### src/rtl/uart_gonderim_kuyrugu.sv
// uart_gonderim_kuyrugu: transmit FIFO feeding the UART transmitter, with a held output byte,
// fill level, low-water interrupt and sticky overflow flag.
module uart_gonderim_kuyrugu #(
  parameter int DERINLIK       = 16,
  parameter int VERI_GENISLIGI = 8
) (
  input  logic                          clk_i,
  input  logic                          rstn_i,
  input  logic                          yaz_gecerli_i,
  input  logic [VERI_GENISLIGI-1:0]     yaz_veri_i,
  output logic                          yaz_hazir_o,
  input  logic                          temizle_i,
  output logic                          veri_gecerli_o,
  input  logic                          consume_i,
  output logic [VERI_GENISLIGI-1:0]     veri_o,
  output logic [$clog2(DERINLIK):0]     doluluk_o,
  output logic                          dolu_o,
  output logic                          bos_o,
  input  logic [$clog2(DERINLIK):0]     esik_i,
  output logic                          esik_kesme_o,
  output logic                          tasma_o
);
  localparam int AW = $clog2(DERINLIK);
  localparam int CW = AW + 1;

  logic [VERI_GENISLIGI-1:0] mem [DERINLIK];
  logic [AW-1:0]             yaz_ptr, oku_ptr;
  logic [CW-1:0]             sayac;
  logic                      yaz_ok, oku_ok;

  // Full/empty come only from the registered count, so consume_i never reaches yaz_hazir_o.
  assign dolu_o         = sayac == CW'(DERINLIK);
  assign bos_o          = sayac == '0;
  assign yaz_hazir_o    = !dolu_o;
  assign veri_gecerli_o = !bos_o;
  assign doluluk_o      = sayac;
  assign esik_kesme_o   = (sayac <= esik_i) || (esik_i >= CW'(DERINLIK));
  assign yaz_ok         = yaz_gecerli_i && !dolu_o;
  assign oku_ok         = consume_i && !bos_o;

  always_ff @(posedge clk_i)
    if (yaz_ok && !temizle_i) mem[yaz_ptr] <= yaz_veri_i;

  // veri_o survives a flush so a byte already on the line finishes.
  always_ff @(posedge clk_i or negedge rstn_i) begin
    if (!rstn_i) begin
      yaz_ptr <= '0;
      oku_ptr <= '0;
      sayac   <= '0;
      veri_o  <= '0;
      tasma_o <= 1'b0;
    end else if (temizle_i) begin
      yaz_ptr <= '0;
      oku_ptr <= '0;
      sayac   <= '0;
      tasma_o <= 1'b0;
    end else begin
      if (yaz_ok) yaz_ptr <= yaz_ptr + AW'(1);
      if (yaz_gecerli_i && dolu_o) tasma_o <= 1'b1;
      if (oku_ok) begin
        veri_o  <= mem[oku_ptr];
        oku_ptr <= oku_ptr + AW'(1);
      end
      sayac <= sayac + CW'(yaz_ok) - CW'(oku_ok);
    end
  end
endmodule

### config.mk
export PLATFORM = sky130hd
export DESIGN_NAME = uart_gonderim_kuyrugu
export DESIGN_NICKNAME = d
export VERILOG_FILES = /design/src/rtl/uart_gonderim_kuyrugu.sv
export SDC_FILE = /design/constraint.sdc
export NUM_CORES = 1
export LEC_CHECK = 0
export CORE_MARGIN = 4
export CORE_UTILIZATION = 53
export CTS_CLUSTER_DIAMETER = 100
export DETAILED_ROUTE_END_ITERATION = 8
export PLACE_DENSITY = 0.75
export SYNTH_ARGS = -nofsm -noshare
export SYNTH_HDL_FRONTEND = slang
export SYNTH_SLANG_ARGS = --single-unit
export TNS_END_PERCENT = 1
### constraint.sdc
create_clock -name clk_i -period 2.4 [get_ports clk_i]
set_input_delay 0.36 -clock clk_i [delete_from_list [all_inputs] [get_ports clk_i]]
set_output_delay 0.36 -clock clk_i [all_outputs]
set_load 0.02 [all_outputs]
==> results.toml, run 1 <==
[final_layout]
regArea_um2 = 4400
multi_input_area_um2 = 1730
fin_util_pct = 66.7
nets = 471
filler_cell_count = 774
antenna_cells = 0
final_cell_count_no_fill = 593
final_area_um2 = 7690
area_delta_synth_final_pct = 22.7
drive_gt1_share_pct = 28.9

[timing]
fin_ws_ps = -132
timing.hold.ws_ps = 313
fin_crit_sh_pct = 106
setup_viol = 1
fmax_mhz = 395
relSlewSlack_pct = 58.8
period_minus_slack_ps = 2530
grt_setup_unrepaired = "true"
worst_slew_pin_slew_ps = 616
hold_violations = 0
drv_slew = 0
skew_ps = 11.1

[critical_path]
arrival_ps = 2830
cp.required_ps = 2690
setup.worst_path.class = "reg2reg"
worstSetupStartpointType = "flip-flop"
endpoint_kind = "flip-flop"
cp_max_fo = 2

[synthesis]
synth_area_um2 = 6270
synth.distinct_cells = 41
syn_area_per_cell_um2 = 17.9
synth_seq_cells = 150
syn_nets = 385
ys_warn_count = 0
yosysSeqAreaShare_pct = 70.1
netlist_instances = 351

[clocking]
clkTransAtPathRegs_ps = 60
clock_latency_ps = 410
clk_path_buf_depth = 2
cts.sinks = 150
cts_tree = "done"
postCtsHoldBufs = 0
numCtsBuffers = 17
cts_resized = 12
cts-root-buf = "clkbuf_16"
ctsHtreeMaxLevel = 4
postCtsSetupBuffers = 0

[detailed_routing]
dr.first_iter.drc_count = 300
drt_first_pass_iters = 4
wirelength_um = 12700
drcViolationCount = 0
vias_per_cell = 5.73
drt.antenna.violating_nets = 0
wl_per_cell_um = 21.5
via_count = 3398

[global_routing]
grt-ovfl-total = 0
grt_usage_pct = 20.6
grt_antenna_before_repair = 0
grt_pass1_vias = 3587
grt_max_degree = 38
grt_pass1_wl_um = 20100

[placement]
placedCellCount = 561
numPortBuffers = 36
gp_congestion = 0.810
hpwlAfterDp_um = 8400
placed_cell_area_um2 = 7090

[die]
die_h_um = 117
pin_count = 37
initial_core_util_pct = 54.4
core_area_um2 = 11500
dieArea_um2 = 13600
num_rows = 39
dieWidth_um = 117

[outcome]
violations = "negative setup slack"
status = "complete, but fails checks"

[pwr]
power_leakage_nw = 2.71
p_per_area_nw_per_um2 = 1030
ir_drop_v = 0.000511

[worst_hold_path]
min_path_type = "in2async"

[flow_run]
maxCapViolCount = 0
-- synthesized netlist by cell type --
cell type  number  share of area, %
nand4bb_1       1              0.18
and3_1          2              0.20
a21oi_1         6              0.48
dfrtp_1        22               8.8
nor3b_1         1              0.12
xor2_1          7              0.98
and2b_2         1              0.14
buf_6           3              0.54
clkbuf_1        2              0.12
xnor2_1         2              0.28
a22oi_1         8              0.96
mux4_1          2              0.84
mux2i_1        11               1.8
buf_1           2              0.12
clkinv_8        1              0.26
edfxtp_1      128                61
or4b_1          1              0.16
nand4_1         1              0.10
nand2b_1        2              0.20
mux4_2         28                10
nor3_1          5              0.40
a21o_1          1              0.12
ha_1           15               3.0
a211o_1         1              0.14
nand2_1        20               1.2
o211ai_1        9               1.1
clkbuf_2        1             0.080
nor3b_2         1              0.20
clkbuf_8        3              0.66
or3b_4          1              0.18
o21bai_1        1              0.12
nor3_4          1              0.26
inv_1          14              0.84
fa_1            1              0.32
buf_4           4              0.48
nor2b_1         4              0.40
o21a_1          1              0.12
nand3b_1        2              0.24
nor2_1         23               1.4
nand3_1        11              0.88
nor3b_4         1              0.30
-- critical path: stages (launching register included) --
cell	delay, ps
dfrtp_2	410
inv_2	60
ha_1	160
or4b_4	490
nand2_4	80
xor2_1	150
ha_2	200
inv_1	60
fa_2	350
nor2b_2	150
o21bai_1	110
a21oi_1	160
nor3b_2	60
-- logic make-up after synthesis --
| family | Yosys count | synth area share, % |
|---|---|---|
| flops | 150 | 70.1 |
| simple gates | 78 | 6.53 |
| buf+inv | 30 | 3.10 |
| fa+ha+maj | 16 | 3.31 |
| compound gates | 27 | 3.02 |
| mux | 41 | 12.7 |
| xor+xnor | 9 | 1.26 |
-- report_power, final --
group	total [mW]	internal, mW	switching (mW)	leakage (nW)
Clock	2.62	1.64	0.988	0.277
Combinational	2.22	1.09	1.12	1.00
Sequential	3.11	3.00	0.104	1.44
Total	7.95	5.73	2.22	2.71
-- cell type report --
class / count / share of cell area [%]
Tap cell: 143 / 2.33
Inverter: 15 / 0.895
Multi-Input combinational cell: 171 / 22.5
Clock inverter: 12 / 2.03
Timing Repair Buffer: 82 / 9.33
Clock buffer: 20 / 5.68
Sequential cell: 150 / 57.2
-- routing by layer --
layer / wire length, um / share of wire, % / track usage, %
met5: 0 / 0 / 0
met4: 289 / 2.3 / 8.64
met3: 560 / 4.4 / 4.46
met2: 6620 / 52 / 33.9
met1: 5270 / 41 / 26.7
-- cells in the final DEF, fill, tap and decap left out, types with 3 or more instances in the layout --
cell,synthesis,final
clkbuf_1,2,3
bufinv_16,0,3
a21oi_1,6,5
clkdlybuf4s50_1,0,32
clkinvlp_4,0,4
nand2_1,20,19
ha_1,15,14
clkbuf_16,0,17
xor2_1,7,7
nor3_2,0,4
nand3_1,11,11
inv_1,14,12
nor2_1,23,22
o211ai_1,9,9
edfxtp_1,128,128
dfrtp_2,0,3
a22oi_1,8,8
dfrtp_1,22,19
mux4_2,28,28
mux2i_1,11,11
buf_4,4,45
-- final timing paths --
check                      slack [ps]  cells after the start              startpoint                      to
min in group clk_i                500                      2     tasma_o$_DFFE_PN0P_     tasma_o$_DFFE_PN0P_
min reg2reg                       500                      2     tasma_o$_DFFE_PN0P_     tasma_o$_DFFE_PN0P_
max                              -130                     12  doluluk_o[2]$_DFF_PN0_  doluluk_o[4]$_DFF_PN0_
min                               310                      2                  rstn_i  doluluk_o[1]$_DFF_PN0_
max reg2reg                      -130                     12  doluluk_o[2]$_DFF_PN0_  doluluk_o[4]$_DFF_PN0_
max in group asynchronous        1810                      2                  rstn_i  oku_ptr[1]$_DFFE_PN0P_
-- per-stage QoR --
step	setup slack (ps)	setup TNS (ps)	power, mW
after detailed placement	-307	-613	5.38
final	-132	-132	7.95
after global placement	-252	-428	5.30
after global routing	-275	-523	8.33
after CTS	-155	-203	8.03
after floorplan	-211	-10400	4.52
-- flip-flops by register name (all words and copies together) (netlist names) --
| signal | cells |
|---|---|
| oku_ptr | 4 |
| mem | 128 |
| yaz_ptr | 4 |
| doluluk_o | 5 |
| veri_o | 8 |
| tasma_o | 1 |
Note: power is estimated with default switching activity, not from simulation.
==> inputs of run 2 (changes only) <==
--- a/config.mk
+++ b/config.mk
@@ -9,7 +9,9 @@
 export CORE_UTILIZATION = 53
 export CTS_CLUSTER_DIAMETER = 100
 export DETAILED_ROUTE_END_ITERATION = 8
+export HOLD_SLACK_MARGIN = 0.06
 export PLACE_DENSITY = 0.75
+export REMOVE_ABC_BUFFERS = 1
 export SYNTH_ARGS = -nofsm -noshare
 export SYNTH_HDL_FRONTEND = slang
 export SYNTH_SLANG_ARGS = --single-unit
==> results.toml, run 2 (synthesis results as in run 1) <==
[final_layout]
largest_reg_flops = 128
mostFrequentLayoutCell = "edfxtp_1"
drive_gt1_share_pct = 27.4
final_cell_mix = "128 x edfxtp_1, 37 x buf_4, 32 x clkdlybuf4s50_1"
antenna_cells = 0
regMostFlops = "mem"
final_area_um2 = 7660
area_delta_synth_final_pct = 22.2
nets = 463

[detailed_routing]
dr.first_iter.drc_count = 280
vias_per_cell = 5.85
wirelength_um = 12800
drcViolationCount = 0
drt_first_pass_iters = 6
wl_per_cell_um = 21.9
drt.antenna.violating_nets = 0
via_count = 3425

[clocking]
clock_latency_ps = 410
postCtsHoldBufs = 0
clk_path_buf_depth = 2
numCtsBuffers = 17
ctsHtreeMaxLevel = 4
cts.sinks = 150
clkTransAtPathRegs_ps = 70
cts_tree = "done"
cts-root-buf = "clkbuf_16"

[timing]
fin_ws_ps = -44.3
worst_slew_pin_slew_ps = 566
fin_crit_sh_pct = 102
hold_violations = 0
timing.hold.ws_ps = 313
skew_ps = 9.42
period_minus_slack_ps = 2440
relSlewSlack_pct = 62.1
fmax_mhz = 409
grt_setup_unrepaired = "true"
drv_slew = 0
setup_viol = 1

[critical_path]
path_cells = "inv_2 -> ha_4 -> or4b_4 -> nand2_4 -> xor2_2 -> ha_2 -> inv_1 -> fa_2 -> nor2b_4 -> o21bai_1 -> a21oi_1 -> nor3b_2"
setup.worst_path.class = "reg2reg"
endpoint_kind = "flip-flop"
cp.required_ps = 2700
cp_max_fo = 2
crit_slowest_cell = "or4b_4"
cp_top_family = "simple AND/OR/NAND/NOR gates"
critPathMaxStageDelay_ps = 480
critPathBufInv = 2
critPathLaunch = "doluluk_o[2]$_DFF_PN0_"
regToRegStartpoint = "doluluk_o[2]$_DFF_PN0_"
worstSetupStartpointType = "flip-flop"
arrival_ps = 2740

[die]
dieWidth_um = 117
initial_core_util_pct = 54.4
core_area_um2 = 11500
pin_count = 37
dieArea_um2 = 13600
num_rows = 39
die_h_um = 117

[flow_run]
maxCapViolCount = 0

[outcome]
status = "complete, but fails checks"
violations = "negative setup slack"

[global_routing]
grt_usage_pct = 20.5
grt-ovfl-total = 0
grt_max_degree = 35
grt_pass1_wl_um = 20000
grt_pass1_vias = 3482
grt_antenna_before_repair = 0

[pwr]
finalPower_mw = 8.06
p_per_area_nw_per_um2 = 1050
power_leakage_nw = 2.68
ir_drop_v = 0.000497

[placement]
gp_congestion = 0.754
numPortBuffers = 36
hpwlAfterDp_um = 7900
placed_cell_area_um2 = 6980

[worst_hold_path]
min_path_type = "in2async"
## run 2: changes by cell type in the layout (fill, tap and decap cells not counted), moves of 3 or more
cell / change
inv_8: +3
nor3_1: +4
buf_4: -8
clkbuf_1: -3
nor3_2: -4
## run 2: timing repair
action,in CTS,in global routing
buffers inserted,2,0
endpoints found under the setup margin,5,6
pin swaps,4,0
resized for setup,23,5
## run 2: per-stage QoR
step / worst slack, ps / utilization (%) / setup TNS, ps / cells
after floorplan: -533 / - / -16920 / 336
after global placement: -253 / 60.6 / -339 / 551
after detailed placement: -330 / 60.6 / -524 / 551
after CTS: -52.7 / 66.4 / -53.5 / 585
after global routing: -184 / 66.5 / -313 / 585
final: -44.3 / 66.5 / -44.3 / 585
## run 2: worst reg2reg max path, cell delays in order (launching register included)
cell,delay [ps]
dfrtp_1,400
inv_2,80
ha_4,130
or4b_4,480
nand2_4,90
xor2_2,130
ha_2,190
inv_1,50
fa_2,360
nor2b_4,130
o21bai_1,80
a21oi_1,160
nor3b_2,60
## run 2: layer usage
layer | up-vias | wire length, um | global-route usage [%]
met1 | 1753 | 5130 | 27.7
met3 | 14 | 915 | 4.04
met4 | 0 | 181 | 7.34
met2 | 131 | 6580 | 33.6
li1 | 1527 | - | -
met5 | - | 0 | 0
## run 2: power by group
part           internal [mW]  switching [mW]
registers               3.00           0.101
clock network           1.59            1.09
logic                   1.13            1.16
## run 2: area by class of cell
| class | instances | area [um^2] |
|---|---|---|
| flip-flops and latches | 150 | 4400 |
| clock buffers | 18 | 439 |
| clock inverters | 14 | 166 |
| inverters | 15 | 68.8 |
| multi-input cells | 171 | 1750 |
| fillers | 782 | 3860 |
| well taps | 143 | 179 |
| repair buffers | 74 | 663 |
## run 2: worst paths after layout
path | end | slack, ps | depth (start not counted)
min in group clk_i | veri_o[4]$_DFFE_PN0P_ | 500 | 2
setup reg to reg | doluluk_o[4]$_DFF_PN0_ | -40 | 12
max in group asynchronous | oku_ptr[1]$_DFFE_PN0P_ | 1830 | 2
hold reg to reg | veri_o[4]$_DFFE_PN0P_ | 500 | 2
setup / recovery | doluluk_o[4]$_DFF_PN0_ | -40 | 12
hold / removal | veri_o[2]$_DFFE_PN0P_ | 310 | 2
==> variant: new RTL, flow settings as in run 2 <==
`DERINLIK`: 16 -> 32.
--- a/src/rtl/uart_gonderim_kuyrugu.sv
+++ b/src/rtl/uart_gonderim_kuyrugu.sv
@@ -1,7 +1,7 @@
 // uart_gonderim_kuyrugu: transmit FIFO feeding the UART transmitter, with a held output byte,
 // fill level, low-water interrupt and sticky overflow flag.
 module uart_gonderim_kuyrugu #(
-  parameter int DERINLIK       = 16,
+  parameter int DERINLIK       = 32,
   parameter int VERI_GENISLIGI = 8
 ) (
   input  logic                          clk_i,
Ports: changed (resized doluluk_o and esik_i); port bits go from 37 to 39. No check against the original RTL was run, so the function may have changed too.
==> variant against run 2 <==
  * The flow still finishes with violations (setup timing)
  * Cell area rose by 78%
  * Area after synthesis increased by 82%
  * Fmax about the same
  * Wire length is 88% higher
  * Setup slack worse by 2.0 ps
  * Count of clock-buffer cells in the layout is 13 higher
  * Hold slack worse by 99 ps
  * Critical path depth down 5
  * Highest routed layer unchanged
  * Power up 61%
  * Global-route usage increased by 0.13 points
  * Sequential cell count up 131
  * Register-to-register slack improved by 20 ps
  * Clock power up 59%
  * Combinational power up 31%
==> variant: results (changes against run 2) <==
- Setup TNS: -125 ps (-81.2 ps)
- Synth Area in XOR/XNOR: 0.919% (-0.34 points)
- Multiplexer share of the synthesized area: 12.1% (-0.53 points)
- Clock skew: 5.93 ps (-3.49 ps)
- Max reg flops: 256 (+100%)
- Part of the Yosys area used for sequential elements: 72.7% (+2.6 points)
- Post_cts resized: 16 (-30%)
- Gpl congestion: 0.805 (+6.8%)
- Fill cells: 1389 (+78%)
- Top Family by Delay on Critical Path: compound AO/OA/AOI/OAI gates
- Final Setup Violations: 7 (+6)
- Compound-Gate Fraction of Synth Area: 5.37% (+2.4 points)
- Seq area share: 61.0% (+3.6 points)
- Vias in the first global route: 6681 (+92%)
- Clk_lat worst skew: 520 ps (+110 ps)
- Nets: 809 (+75%)
- Status: finished, violations left
- Share of layout cells above drive strength 1: 24.9% (-2.5 points)
- Dpl cell area: 12700 um^2 (+81%)
- Actual slew at the worst max-slew pin: 498 ps (-68.4 ps)
- Non-clock buffer count: 130 (+76%)
- Final-layout clock-cell area share: 6.55% (-1.4 points)
- Hold_ws: 215 ps (-98.7 ps)
- Post-synth EDFFs: 256 (+100%)
- Clk buf depth: 3 (+1)
- Asr flop ratio synth: 8.90% (-5.8 points)
- Largest net degree at the start of global routing: 33 (-5.7%)
- CTS Buf Count: 27 (+10)
- Failing checks: setup timing
- Setup CP Type: flop to output pin
- Non-clk invs: 16 (+1)
- Setup WS post-layout: -46.3 ps (-2.00 ps)
- Area occupied by multi-input gates: 2940 um^2 (+68%)
-- variant: cell types whose count changed after synthesis, moves of 7 or more --
| cell | run 2 | this run |
|---|---|---|
| a211oi_2 | 0 | 10 |
| nor2_1 | 23 | 58 |
| o22ai_1 | 0 | 30 |
| clkbuf_1 | 2 | 9 |
| a211o_1 | 1 | 9 |
| a21oi_1 | 6 | 13 |
| a211oi_1 | 0 | 12 |
| nand3_1 | 11 | 3 |
| buf_2 | 0 | 12 |
| a22oi_1 | 8 | 0 |
| mux2i_1 | 11 | 62 |
| edfxtp_1 | 128 | 256 |
| o211ai_1 | 9 | 1 |
-- variant: power breakdown --
group	internal [mW]	switching (mW)
combinational	1.51	1.49
clock	2.58	1.69
sequential	5.51	0.176
-- variant: routing by layer --
layer | vias to the layer above | GRT usage [%] | part of all wire [%]
li1 | 2793 | - | -
met1 | 3176 | 27.4 | 40
met2 | 205 | 34.9 | 51
met3 | 51 | 3.87 | 6.3
met4 | 0 | 6.73 | 3.1
met5 | - | 0 | 0
